--- config.mk ---
export PLATFORM = sky130hd
export DESIGN_NAME = layer6_argmax
export DESIGN_NICKNAME = d
export VERILOG_FILES = /design/src/rtl/layer6_argmax.sv
export SDC_FILE = /design/constraint.sdc
export NUM_CORES = 1
export LEC_CHECK = 0
export BUFFER_PORTS_ARGS = -buffer_cell sky130_fd_sc_hd__buf_2
export CAP_MARGIN = 20
export CORE_MARGIN = 5
export CORE_UTILIZATION = 40
export CTS_BUF_LIST = sky130_fd_sc_hd__clkbuf_8
export DETAILED_ROUTE_END_ITERATION = 8
export PLACE_DENSITY = 0.62
export SETUP_SLACK_MARGIN = 0.5
export SYNTH_ARGS = -nofsm -noshare
export SYNTH_HDL_FRONTEND = slang
export SYNTH_SLANG_ARGS = --single-unit
--- constraint.sdc ---
create_clock -name clk -period 6.56 [get_ports clk]
set_clock_uncertainty 0.15 [all_clocks]
set_input_delay 0.656 -clock clk [delete_from_list [all_inputs] [get_ports clk]]
set_output_delay 0.656 -clock clk [all_outputs]
set_load 0.05 [all_outputs]
--- src/rtl/layer6_argmax.sv ---
// Final ECG classification stage: snapshots the layer-6 ReLU outputs and scans
// them one per cycle for the largest float32 value, reporting its index.
`timescale 1ns/1ps
module layer6_argmax #(
  parameter int N_NODES = 5,
  parameter int IDX_W   = $clog2(N_NODES)
) (
  input  logic                   clk,
  input  logic                   rst_n,
  input  logic                   start,
  input  logic [N_NODES*32-1:0]  node_bus,
  output logic                   busy,
  output logic                   done,
  output logic [IDX_W-1:0]       max_idx,
  output logic [31:0]            max_val,
  output logic                   nan_flag
);

  typedef enum logic [1:0] {
    IDLE = 2'd0,
    SCAN = 2'd1,
    DONE = 2'd2
  } state_t;

  state_t             state_q, state_d;
  logic [31:0]        snap_q [N_NODES];
  logic [IDX_W-1:0]   cnt_q;
  logic [31:0]        best_val_q;
  logic [IDX_W-1:0]   best_idx_q;
  logic               nan_acc_q;
  logic               busy_q, done_q, nan_flag_q;
  logic [IDX_W-1:0]   max_idx_q;
  logic [31:0]        max_val_q;

  logic [31:0]        word_cur;
  logic               word_nan;
  logic [31:0]        word_eff;
  logic               better;
  logic               last_scan;
  logic [31:0]        cand_val;
  logic [IDX_W-1:0]   cand_idx;
  logic               cand_nan;

  function automatic logic is_nan(input logic [31:0] w);
    return (w[30:23] == 8'hFF) && (w[22:0] != 23'd0);
  endfunction

  // Negative values cannot legally leave a ReLU; clamp them (and -0.0) to +0.0.
  function automatic logic [31:0] relu_clip(input logic [31:0] w);
    return w[31] ? 32'h0 : w;
  endfunction

  function automatic logic gt_nonneg(input logic [31:0] a, input logic [31:0] b);
    return a[30:0] > b[30:0];
  endfunction

  // Candidate best after evaluating the current snapshot word.
  always_comb begin
    word_cur  = snap_q[cnt_q];
    word_nan  = is_nan(word_cur);
    word_eff  = relu_clip(word_cur);
    better    = !word_nan && gt_nonneg(word_eff, best_val_q);
    last_scan = (cnt_q == IDX_W'(N_NODES - 1));
    cand_val  = better ? word_eff : best_val_q;
    cand_idx  = better ? cnt_q : best_idx_q;
    cand_nan  = nan_acc_q | word_nan;
  end

  always_comb begin
    state_d = state_q;
    case (state_q)
      IDLE:    if (start) state_d = SCAN;
      SCAN:    if (last_scan) state_d = DONE;
      DONE:    state_d = IDLE;
      default: state_d = IDLE;
    endcase
  end

  always_ff @(posedge clk or negedge rst_n) begin
    if (!rst_n) begin
      state_q <= IDLE;
      busy_q  <= 1'b0;
      done_q  <= 1'b0;
    end else begin
      state_q <= state_d;
      busy_q  <= (state_d != IDLE);
      done_q  <= (state_q == SCAN) && last_scan;
    end
  end

  always_ff @(posedge clk or negedge rst_n) begin
    if (!rst_n) begin
      for (int k = 0; k < N_NODES; k++) snap_q[k] <= 32'h0;
      cnt_q      <= '0;
      best_val_q <= 32'h0;
      best_idx_q <= '0;
      nan_acc_q  <= 1'b0;
      max_idx_q  <= '0;
      max_val_q  <= 32'h0;
      nan_flag_q <= 1'b0;
    end else begin
      case (state_q)
        IDLE: begin
          if (start) begin
            for (int k = 0; k < N_NODES; k++) snap_q[k] <= node_bus[32*k +: 32];
            cnt_q      <= '0;
            best_val_q <= 32'h0;
            best_idx_q <= '0;
            nan_acc_q  <= 1'b0;
          end
        end
        SCAN: begin
          cnt_q      <= cnt_q + IDX_W'(1);
          best_val_q <= cand_val;
          best_idx_q <= cand_idx;
          nan_acc_q  <= cand_nan;
          if (last_scan) begin
            max_idx_q  <= cand_idx;
            max_val_q  <= cand_val;
            nan_flag_q <= cand_nan;
          end
        end
        default: ;
      endcase
    end
  end

  assign busy     = busy_q;
  assign done     = done_q;
  assign max_idx  = max_idx_q;
  assign max_val  = max_val_q;
  assign nan_flag = nan_flag_q;

endmodule

# --- Word-level counts from Yosys, hierarchy flattened ---
# Cells that the tools add are included.
classes:
  addsub: 1
  n_mul: 0
  div: 0
  n_lt_le_gt_ge: 2
  n_eq_ne: 4
  shift: 0
  muxes: 16
  n_bitwise: 2
  reduce_logical: 11
op_table:
  columns: ["cell", "count"]
  rows:
  - ["32-bit two-way mux", 4]
  - ["32-bit binary-select mux with 3-bit select", 1]
  - ["32-bit case mux with 2 select lines", 1]
  - ["31-bit greater-than comparator", 1]
  - ["31-bit two-way mux", 1]
  - ["23-bit nonzero test", 1]
  - ["3-bit case mux with 2 select lines", 2]
  - ["8-bit == test, second input constant", 1]
  - ["3-bit two-way mux", 2]
  - ["2-bit AND reduction", 3]
  - ["4-bit greater-or-equal comparator, second input constant", 1]
  - ["2-bit two-way mux", 2]
  - ["3-bit inverter with 4-bit output", 1]
  - ["2-bit case mux with 2 select lines", 1]
  - ["2-bit nonzero test", 2]
  - ["3-bit by 1-bit adder with 3-bit output, second input constant", 1]
  - ["3-bit == test, second input constant", 1]
  - ["1-bit logical AND", 3]
  - ["2-bit by 1-bit == test with 1-bit output, second input constant", 1]
  - ["2-bit logical NOT", 1]
  - ["2-bit inequality test, second input constant", 1]
  - ["1-bit case mux with 2 select lines", 1]
  - ["1-bit logical NOT", 1]
  - ["1-bit two-way mux", 1]
  - ["1-bit OR", 1]
word_totals:
  register_bits: 239
  latchBits: 0
  ram_bits: 0
  mem_bits_ro: 0
  output_inout_bits: 38
  n_memories: 0

# --- Longest topological paths before layout ---
# Gate-level depths: netlist (run 1).
logic_depth:
  word_depth: 10
  depth_mapped: 21
  mapped_depth_nobuf: 15

# --- Worst setup path before layout (run 1) ---
# OpenSTA, ideal clock, no wires.
synth_path:
  kind: "register to register"
  startpoint: "reg cnt_q[0]"
  endpoint: "reg max_idx_q[0], in the netlist max_idx[0]"
  setup_ps: 104
  arrival_time_ps: 4467
  t_required_ps: 6306
  slack_ps: 1839
  stages_incl_launch_ff: 22
  path_buffers: 7
  cell_sequence: "dfrtp_1 buf_6 buf_6 buf_4 buf_2 buf_2 mux4_2 a21oi_2 inv_1 or2_2 inv_1 ha_1 nand4_1 nor4_1 nand3_1 and3_1 a21oi_1 or3_1 buf_2 o21ai_2 buf_4 a221oi_1"
synth_via:
  elab_chain_cells: 9
synth_rtl:
  columns: ["element", "line_no", "source"]
  rows:
  - ["start, declared", "27", "logic [IDX_W-1:0] cnt_q;"]
  - ["start signal, assigned", "113", "cnt_q <= cnt_q + IDX_W'(1);"]
  - ["parallel branches: the longest is 9 deep, another holds 31-bit greater-than comparator", null, null]
  - ["end signal, assigned", "118", "max_idx_q <= cand_idx;"]
  - ["end, declared", "32", "logic [IDX_W-1:0] max_idx_q;"]
# Parallel ways; which one is timed is not known. The select of a mux whose other input is x is not followed.
# A chain may end at the register's enable or synchronous reset.

# --- Worst setup path after layout (run 1) ---
layout_path:
  startpoint: "reg cnt_q[0]"
  endpoint: "reg max_val_q[28], in the netlist max_val[28]"
layout_via:
  elab_chain_cells: 9
layout_rtl:
  columns: ["element", "line_no", "source"]
  rows:
  - ["parallel branches: the longest is 9 deep, another holds 31-bit greater-than comparator", null, null]
  - ["end signal, assigned", "119", "max_val_q <= cand_val;"]
  - ["end, declared", "33", "logic [31:0] max_val_q;"]
# Parallel ways; which one is timed is not known. The select of a mux whose other input is x is not followed.

==> results of run 1 <==
-- metrics by stage --
stage               util, %  area [um^2]
finish                 48.0        14300
detailed placement     45.2        13400
global route           48.0        14300
floorplan                 -        12100
global placement       45.2        13400
CTS                    48.0        14300
-- layer usage --
layer  vias up  global-route usage, %
li1       4293                      -
met1      4702                   29.4
met2       362                   32.1
met3        55                   3.88
met4         0                   5.24
met5         -                      0
-- state kept, by name (all words and copies together), names as in the netlist --
register	cells
nan_acc_q	1
max_val	32
busy	1
done	1
nan_flag	1
snap_q	160
max_idx	3
best_val_q	32
cnt_q	3
best_idx_q	3
state_q	2
-- worst max-delay path by stage --
stage                   from     endpoint  cells after the start
floorplan           cnt_q[0]   max_idx[0]                     21
global placement    cnt_q[0]  max_val[23]                     15
detailed placement  cnt_q[0]  max_val[28]                     16
CTS                 cnt_q[0]  max_val[28]                     16
global route        cnt_q[2]  max_val[28]                     16
finish              cnt_q[0]  max_val[28]                     16
-- cell usage after synthesis (all sizes together), types with 7 or more instances --
library cell,number,share of area (%)
dfrtp,239,49
mux2,171,16
nor2,107,3.3
inv,68,2.1
clkbuf,44,1.4
nand2,42,1.3
mux2i,40,3.3
o21ai,38,1.6
a221oi,37,2.7
o2bb2ai,37,2.7
ha,33,3.4
a21oi,29,1.2
buf,27,1.3
o211a,23,1.9
nor2b,18,0.93
a211oi,17,1.1
o22ai,13,0.67
nand3,9,0.37
a22oi,8,0.54
nand2b,8,0.41
nor4,8,0.47
nand4,7,0.36
-- final cells by class --
type                            count  area [um^2]
Clock buffer                       54          743
Clock inverter                     17         82.6
Fill cell                        2779        15500
Inverter                           68          255
Multi-Input combinational cell    695         5530
Sequential cell                   239         5980
Tap cell                          390          488
Timing Repair Buffer              221         1170
-- cell families after synthesis --
| group | Yosys count |
|---|---|
| simple gates | 222 |
| mux | 214 |
| flops | 239 |
| fa+ha+maj | 33 |
| compound gates | 226 |
| buf+inv | 139 |
-- worst max-delay path, delay by kind of cell (launching register included) --
family | cells | cell delay [ns]
and+or+nand+nor | 7 | 1.63
AOI/OAI and AO/OA | 4 | 1.41
buffers and inverters | 3 | 0.75
DFF | 1 | 0.70
muxes | 1 | 0.30
adders and majority gates | 1 | 0.30
==> impl_results.md, run 1 <==
- CTS root buf: clkbuf_8
- Max-slew headroom at the worst pin: 32.2%
- Slew at the pin with the worst max-slew slack: 1.02 ns
- I/O pin cnt: 201
- Slowest stage cell, crit path: dfrtp_4
- Number of nets in the synthesized netlist: 1,269
- First-pass GRT wire length: 54,300 um
- Antenna violations before repair: 0
- Outcome: finished, final reports clean
- DRC violation count after routing: 0
- Hold Slack: 0.0635 ns
- Setup repair after global routing missed its margin: no
- Post-route antenna net violation count: 0
- Number of clock sinks: 239
- Number of synthesized register bits: 239
- Via count of the first global-routing pass: 9,511
- # hold bufs at CTS: 0
- Routed metal-1 wirelength: 15,700 um
- Top flip-flop cell by instance count after synthesis: dfrtp_1
- Top library cells by usage in the layout, fill and taps aside: 238 x dfrtp_1, 199 x buf_2, 171 x mux2_2
- Number of distinct library cells after synthesis: 56
- Required time at the endpoint of the critical path: 6.85 ns
- Placeable Area: 0.0297 mm^2
- Die ar.: 0.0338 mm^2
- TritonCTS clock tree: built
- Data arrival at the endpoint of the critical path: 5.69 ns
- Share of cell area taken by muxes after synthesis: 19.8%
- Synth warn: 0
- Accumulated negative setup slack: 0 ns
- Gpl congestion: 0.888
- Routed vias: 9,412
- Minimum clock period after layout: 5.40 ns
- Pin count of the biggest net entering global routing: 131
- Final hold violations: 0
- Most common cell after layout, fill and taps aside: dfrtp_1
- DRT Wirelength: 35,100 um
- Total number of H-tree levels: 2
- Worst reg2reg path startpoint: cnt_q[0]
- Ratio of cells with drive above 1 in the final layout: 36.2%
- Clock tree buffer depth: 3
- Final worst slack: 1.16 ns
- Signed area change from the synthesized netlist to the final layout: 17.9%
- Critical Path Start Type: flop
- XOR/XNOR share of the synthesized area: 0%
- Die extent in x: 184 um
- Overall routing resource usage: 20.5%
- Inserted Clock Buffers: 43
- Number of cells traversed by the worst register-to-register path: 16
- Flop2flop setup slack: 1.16 ns
- Post-synthesis share of cell area spent on full adders, half adders and majority gates: 3.42%
- Final clock period utilization by the worst path: 82.3%
- Die Ht: 184 um
- Post-cts gate resize count: 0
- Cell area after synthesis: 0.0121 mm^2
- Number of buffers added on ports: 200
- Number of diodes: 0
- Cell count after placement: 1,613
- Row Count: 63
- Simple-gate portion of the synthesized area: 8.43%
- Clock insertion delay at the later pin of the skew report: 0.57 ns
- Post-place setup slack: 1.25 ns
- CP max stage delay: 0.70 ns
- Post-DP HPWL: 25,500 um
- Clk pin slew, worst setup/hold paths: 0.06 ns
- Post-synthesis instance total: 1,073
- Routed met2 length: 16,200 um
- Main combinational cell family by area after synthesis: multiplexers
- Cell-by-cell trace of the critical path: buf_4 -> mux2i_1 -> nor2_1 -> a211oi_1 -> nand3b_1 -> inv_1 -> ha_1 -> nand4_1 -> nor4_1 -> nand3_1 -> and3_1 -> a21oi_1 -> or3_1 -> buf_4 -> o21ai_2 -> a221oi_1
- Max-cap violations: 0
- Avg WL per Cell: 20.9 um
- Critical Path Sink Type: flop
- Setup bufs post-CTS: 0
- Number of design-rule violations left by the first detailed-router iteration: 768
- Mean instance size in the synthesized netlist: 11.3 um^2
- Starting density of the core: 40.7%
- Type of the worst setup path: flop to flop
- Async S/R FF share, synth: 100%
- Post-route non-filler standard cell count: 1,684
- Final number of setup-violating endpoints: 0
- Reg-to-Reg End: max_val[28]
- Uppermost metal layer occupied by signal nets: met4
- NumNets Final: 1,464
- Number of enable-type register cells in the synthesized netlist: 0
- Critical path's most frequent cell: buf_4
- Number of iterations in the first detailed-routing pass: 5
- Total global routing overflow: 0
- Total length of routed met3 wires: 2470 um
- Max-slew violation total from the final report: 0
- Synthesized-area fraction occupied by ao, oa, aoi and oai cells: 14.1%
- Fmax achieved: 0.185 GHz
- Worst Hold Class: input port to async pin
- Maximum fanout along the worst path: 28
- Vias per std cell: 5.59
- Part of the Yosys area used for sequential elements: 49.5%
Power of run 1 is not shown: default switching activity piles up to over one toggle a cycle in this logic, so the estimate is an artifact.
==> inputs of run 2 (changes only) <==
Clock period 6.56 ns to 5.4 ns, I/O delays scaled along.
==> impl_results.md, run 2 (synthesized netlist as in run 1, its figures left out) <==
- Clk pin slew, worst setup/hold paths: 0.07 ns (about the same)
- Number of clock sinks: 239 (unchanged)
- Die ar.: 0.0338 mm^2 (unchanged)
- Buffers plus inverters on the worst setup path: 4 (+1)
- Clock insertion delay at the later pin of the skew report: 0.55 ns (-0.02 ns)
- DRT Wirelength: 35,100 um (about the same)
- Top library cells by usage in the layout, fill and taps aside: 237 x dfrtp_1, 199 x buf_2, 171 x mux2_2
- Sink of the worst hold path: snap_q[33]
- Final clock period utilization by the worst path: 84.4% (+2.0 points)
- Avg WL per Cell: 20.7 um (-0.79%)
- Overall routing resource usage: 20.1% (-0.33 points)
- Setup repair after global routing missed its margin: no
- Routed vias: 9,338 (-0.79%)
- Maximum fanout along the worst path: 28 (unchanged)
- Max reg flops: 160 (unchanged)
- DRC violation count after routing: 0 (unchanged)
- TritonCTS clock tree: built
- Max-slew headroom at the worst pin: 40.4% (+8.2 points)
- Placeable Area: 0.0297 mm^2 (unchanged)
- Reg-to-Reg End: max_val[2]
- Accumulated negative setup slack: 0 ns (unchanged)
- Worst reg2reg path startpoint: cnt_q[0]
- Vias per std cell: 5.51 (-1.5%)
- Required time at the endpoint of the critical path: 5.73 ns (-1.12 ns)
- First-pass GRT wire length: 53,800 um (-0.86%)
- Flop2flop setup slack: 0.84 ns (-0.31 ns)
- Critical Path Sink Type: flop
- Data arrival at the endpoint of the critical path: 4.89 ns (-0.80 ns)
- Ratio of cells with drive above 1 in the final layout: 36.4% (+0.20 points)
- Via count of the first global-routing pass: 9,553 (+0.44%)
- Total global routing overflow: 0 (unchanged)
- Antenna violations before repair: 2 (+2)
- Die extent in x: 184 um (unchanged)
- Worst min-delay path startpoint: node_bus[97]
- Number of design-rule violations left by the first detailed-router iteration: 711 (-7.4%)
- Worst hold path cell count: 2
- Inserted Clock Buffers: 42 (-2.3%)
- Total number of H-tree levels: 2 (unchanged)
- Number of iterations in the first detailed-routing pass: 6 (+1)
- Max-slew violation total from the final report: 0 (unchanged)
- Die Ht: 184 um (unchanged)
- Gpl congestion: 0.876 (-1.4%)
- Type of the worst setup path: flop to flop
- Most common cell after layout, fill and taps aside: dfrtp_1
- Post-DP HPWL: 24,800 um (-2.9%)
- Final hold violations: 0 (unchanged)
- Critical Path Start Type: flop
- Number of buffers added on ports: 200 (unchanged)
- Max-cap violations: 0 (unchanged)
- Worst Hold Class: input port to flop
- Fmax achieved: 0.219 GHz (+19%)
- Final number of setup-violating endpoints: 0 (unchanged)
- Minimum clock period after layout: 4.56 ns (-0.845 ns)
- Clock tree buffer depth: 3 (unchanged)
- NumNets Final: 1,472 (+0.55%)
- Number of diodes: 0 (unchanged)
- CTS root buf: clkbuf_8
- Signed area change from the synthesized netlist to the final layout: 19.1%
- Slew at the pin with the worst max-slew slack: 0.894 ns (-0.123 ns)
- Row Count: 63 (unchanged)
- Post-route antenna net violation count: 0 (unchanged)
- Number of cells traversed by the worst register-to-register path: 16 (unchanged)
- Register bank with the most flops: snap_q
- I/O pin cnt: 201 (unchanged)
- Cell class contributing the biggest share of worst-path delay: simple AND/OR/NAND/NOR gates
- Outcome: finished, final reports clean
- Starting density of the core: 40.7% (unchanged)
- Slowest stage cell, crit path: dfrtp_4
- Pin count of the biggest net entering global routing: 161 (+23%)
- Cell-by-cell trace of the critical path: mux4_2 -> a21oi_2 -> buf_4 -> inv_1 -> or2_2 -> inv_1 -> ha_1 -> nand4_1 -> nor4_2 -> nand3_1 -> and3_1 -> a21oi_1 -> nor2_1 -> buf_4 -> a221oi_1 -> o211a_1
- CP max stage delay: 0.60 ns (-0.10 ns)
[run 2: how the worst max path moves through the flow]
| stage | slack [ns] | to | cells past startpoint | startpoint |
|---|---|---|---|---|
| finish | 0.84 | max_val[2] | 16 | cnt_q[0] |
| global route | 0.53 | max_val[16] | 16 | cnt_q[0] |
| CTS | 0.58 | max_val[2] | 16 | cnt_q[0] |
| detailed placement | 0.61 | max_val[8] | 16 | cnt_q[0] |
| global placement | 0.74 | max_val[3] | 16 | cnt_q[0] |
| floorplan | 0.68 | max_idx[0] | 21 | cnt_q[0] |
[run 2: layout make-up]
class	instances	area, um^2
Fill cell	2790	15300
Sequential cell	239	5990
Multi-Input combinational cell	695	5540
Timing Repair Buffer	230	1290
Clock buffer	53	729
Tap cell	390	488
Inverter	68	255
Clock inverter	21	113
[run 2: worst reg2reg max path, cell delays in order, from the launching register on]
cell and delay (ns):
dfrtp_4 0.60, mux4_2 0.55, a21oi_2 0.14, buf_4 0.28
inv_1 0.13, or2_2 0.35, inv_1 0.07, ha_1 0.16
nand4_1 0.20, nor4_2 0.37, nand3_1 0.16, and3_1 0.22
a21oi_1 0.24, nor2_1 0.07, buf_4 0.25, a221oi_1 0.36
o211a_1 0.19
[run 2: stage by stage]
step	util [%]	hold WS, ns	setup slack (ns)	std cells	cell area (um^2)
after detailed placement	45.4	0.327	0.607	1619	13500
after CTS	48.3	0.0527	0.581	1694	14400
after global placement	45.4	0.321	0.742	1619	13500
after global routing	48.4	0.0588	0.532	1696	14400
final	48.4	0.0771	0.844	1696	14400
after floorplan	-	0.0944	0.679	1073	12100
[run 2: layer usage]
| metal | GRT usage (%) | part of all wire (%) | vias up |
|---|---|---|---|
| met2 | 32.2 | 47 | 330 |
| li1 | - | - | 4332 |
| met3 | 5.30 | 7.2 | 57 |
| met1 | 27.6 | 44 | 4615 |
| met4 | 4.79 | 2.1 | 4 |
| met5 | 0 | 0.097 | - |
[run 2: timing repair]
action / CTS / global route
buffers inserted: 0 / 2
setup endpoints to repair: 0 / 69
hold endpoints to repair: 101 / 0
hold buffers: 1 / 0
resized for setup: 0 / 2
Power of run 2 is left out for the same reason.
==> inputs of run 3 (changes only) <==
Settings changed: PLACE_DENSITY 0.62 to 0.64.
Clock period 5.4 ns to 3.8 ns, I/O delays scaled along.
==> impl_results.md, run 3 (synthesized netlist as in run 1, its figures left out) <==
- Ratio of cells with drive above 1 in the final layout: 40.5% (+4.1 points)
- TritonCTS clock tree: built
- Accumulated negative setup slack: -12.91 ns (-12.91 ns)
- Gate power share: 62.7%
- Placeable Area: 0.0297 mm^2 (unchanged)
- Final hold violations: 0 (unchanged)
- Max-slew violation total from the final report: 0 (unchanged)
- Number of clock sinks: 239 (unchanged)
- Proportion of total power due to net switching: 45.4%
- Failing checks: negative setup slack
- Worst Hold Class: input port to flop
- Crit path launch: cnt_q[0]
- Cell-by-cell trace of the critical path: buf_12 -> mux4_2 -> a21oi_4 -> buf_12 -> inv_2 -> or2_4 -> inv_4 -> ha_4 -> nand4_1 -> nor4_2 -> nand3_1 -> o211a_1 -> a21oi_4 -> nor2_4 -> buf_6 -> a221oi_1 -> o211a_1
- Data arrival at the endpoint of the critical path: 4.41 ns (-0.48 ns)
- IR drop worst, VDD: 0.888 mV
- Clock tree buffer depth: 3 (unchanged)
- Switching pwr: 8.69 mW
- Type of the worst setup path: flop to flop
- Leakage power figure: 8.13 nW
- Max-cap violations: 0 (unchanged)
- Sequential Power Share: 24.3%
- Slew at the pin with the worst max-slew slack: 0.997 ns (+0.103 ns)
- DRT Wirelength: 40,800 um (+16%)
- Max-slew headroom at the worst pin: 33.6% (-6.9 points)
- Standard cell area after detailed placement: 0.0144 mm^2 (+6.5%)
- Signed area change from the synthesized netlist to the final layout: 43.4%
- Row Count: 63 (unchanged)
- Relative contribution of the clock network to total power: 13.0%
- Post-route antenna net violation count: 0 (unchanged)
- Critical Path Sink Type: flop
- CTS root buf: clkbuf_8
- Worst min-delay path startpoint: start
- Vias per std cell: 5.43 (-1.3%)
- Starting density of the core: 40.7% (unchanged)
- Antenna violations before repair: 1 (-1)
- Via count of the first global-routing pass: 11,201 (+17%)
- Die extent in x: 184 um (unchanged)
- Gpl congestion: 0.908 (+3.8%)
- Cell count after placement: 1,713 (+5.8%)
- Fmax achieved: 0.245 GHz (+11%)
- Critical Path Start Type: flop
- Final standard cell area without fillers: 0.0173 mm^2 (+20%)
- Post-route non-filler standard cell count: 1,965 (+16%)
- Number of iterations in the first detailed-routing pass: 5 (-1)
- CP max stage delay: 0.55 ns (-0.05 ns)
- Hold Slack: 0.0431 ns (-0.0340 ns)
- Overall routing resource usage: 23.8% (+3.7 points)
- Final number of setup-violating endpoints: 70 (+70)
- Worst reg2reg path startpoint: cnt_q[0]
- Minimum clock period after layout: 4.09 ns (-0.467 ns)
- Cell class contributing the biggest share of worst-path delay: simple AND/OR/NAND/NOR gates
- Total number of H-tree levels: 2 (unchanged)
- DRC violation count after routing: 0 (unchanged)
- First-pass GRT wire length: 63,900 um (+19%)
- Maximum fanout along the worst path: 10 (-64%)
- Required time at the endpoint of the critical path: 4.12 ns (-1.61 ns)
- NumNets Final: 1,739 (+18%)
- Pin count of the biggest net entering global routing: 161 (unchanged)
- Max reg flops: 160 (unchanged)
- Final Util: 58.3% (+9.9 points)
- Top library cells by usage in the layout, fill and taps aside: 238 x dfrtp_1, 199 x buf_2, 171 x mux2_2
- Final worst slack: -0.289 ns (-1.13 ns)
- Final clock period utilization by the worst path: 108% (+23 points)
- I/O pin cnt: 201 (unchanged)
- Setup repair after global routing missed its margin: yes
- Die ar.: 0.0338 mm^2 (unchanged)
- Buffers plus inverters on the worst setup path: 5 (+1)
- Most common cell after layout, fill and taps aside: dfrtp_1
- Routed vias: 10,675 (+14%)
- Register bank with the most flops: snap_q
- Inserted Clock Buffers: 43 (+2.4%)
- Clock insertion delay at the later pin of the skew report: 0.56 ns (about the same)
- Post-DP HPWL: 26,100 um (+5.4%)
- Slowest stage cell, crit path: mux4_2
- Outcome: finished, violations left
- Power density relative to cell area: 1110 mW/mm^2
- Avg WL per Cell: 20.8 um (+0.33%)
- Number of design-rule violations left by the first detailed-router iteration: 639 (-10%)
- Die Ht: 184 um (unchanged)
- Clk pin slew, worst setup/hold paths: 0.06 ns (about the same)
- Number of buffers added on ports: 200 (unchanged)
- Cell internal power dissipation: 10.5 mW
- Total global routing overflow: 0 (unchanged)
run 3: cell count changes in the layout (fill, tap and decap cells not counted), sizes merged, moves of 2 or more:
cell         before  now
buf             229  333
bufinv            1    3
clkbuf           53   49
clkinv            3    6
diode             0    2
dlygate4sd3       1  161
run 3: timing repair:
item | 4_1_cts | 5_1_grt
buffers inserted | 9 | 1
setup endpoints to repair | 70 | 72
cloned | 3 | 1
pin swaps | 7 | 21
gates resized for setup | 39 | 35
hold buffers | 161 | 0
endpoints found under the hold margin | 264 | 0
run 3: power by group through the flow:
| stage | clock network [mW] | logic, mW | registers, mW |
|---|---|---|---|
| after floorplan | 0 | 6.33 | 5.03 |
| after global placement | 0 | 10.5 | 4.61 |
| after detailed placement | 0 | 10.7 | 4.65 |
| after CTS | 2.51 | 11.4 | 4.62 |
| after global routing | 2.65 | 12.9 | 4.79 |
| final | 2.49 | 12.0 | 4.65 |
run 3: per-layer routing:
layer	track usage (%)	routed length [um]	part of all wire, %
met5	0	0	0
met4	7.99	1440	3.5
met3	4.27	2640	6.5
met2	39.8	19900	49
met1	31.5	16900	41
run 3: worst paths after layout:
check | endpoint | slack, ns | cells after the start
min in group asynchronous | max_idx[2] | 0.36 | 2
max in group asynchronous | snap_q[40] | 2.27 | 3
worst max register to register | max_val[20] | -0.29 | 17
worst min-delay path | state_q[0] | 0.04 | 4
worst max-delay path | max_val[20] | -0.29 | 17
worst min register to register | best_val_q[31] | 0.34 | 1
run 3: layout make-up:
| type | instances | area [um^2] |
|---|---|---|
| fill | 2371 | 12400 |
| sequential | 239 | 5980 |
| multi-input combinational | 696 | 5910 |
| timing repair buffer | 495 | 3820 |
| clock buffer | 49 | 674 |
| tap | 390 | 488 |
| inverter | 68 | 258 |
| clock inverter | 26 | 194 |
| antenna | 2 | 5.00 |
run 3: stage by stage:
stage               power (mW)  worst slack [ns]
finish                    19.2            -0.289
global route              20.3            -0.409
CTS                       18.6            -0.255
floorplan                 11.4            -0.406
detailed placement        15.4            -0.365
global placement          15.1            -0.184
run 3: worst min-delay path, cell delays in order:
cell and delay (ns):
buf_2 0.11, nor2_1 0.07, or2_2 0.11, a31oi_1 0.04
Power figures use the tool's default switching activity.
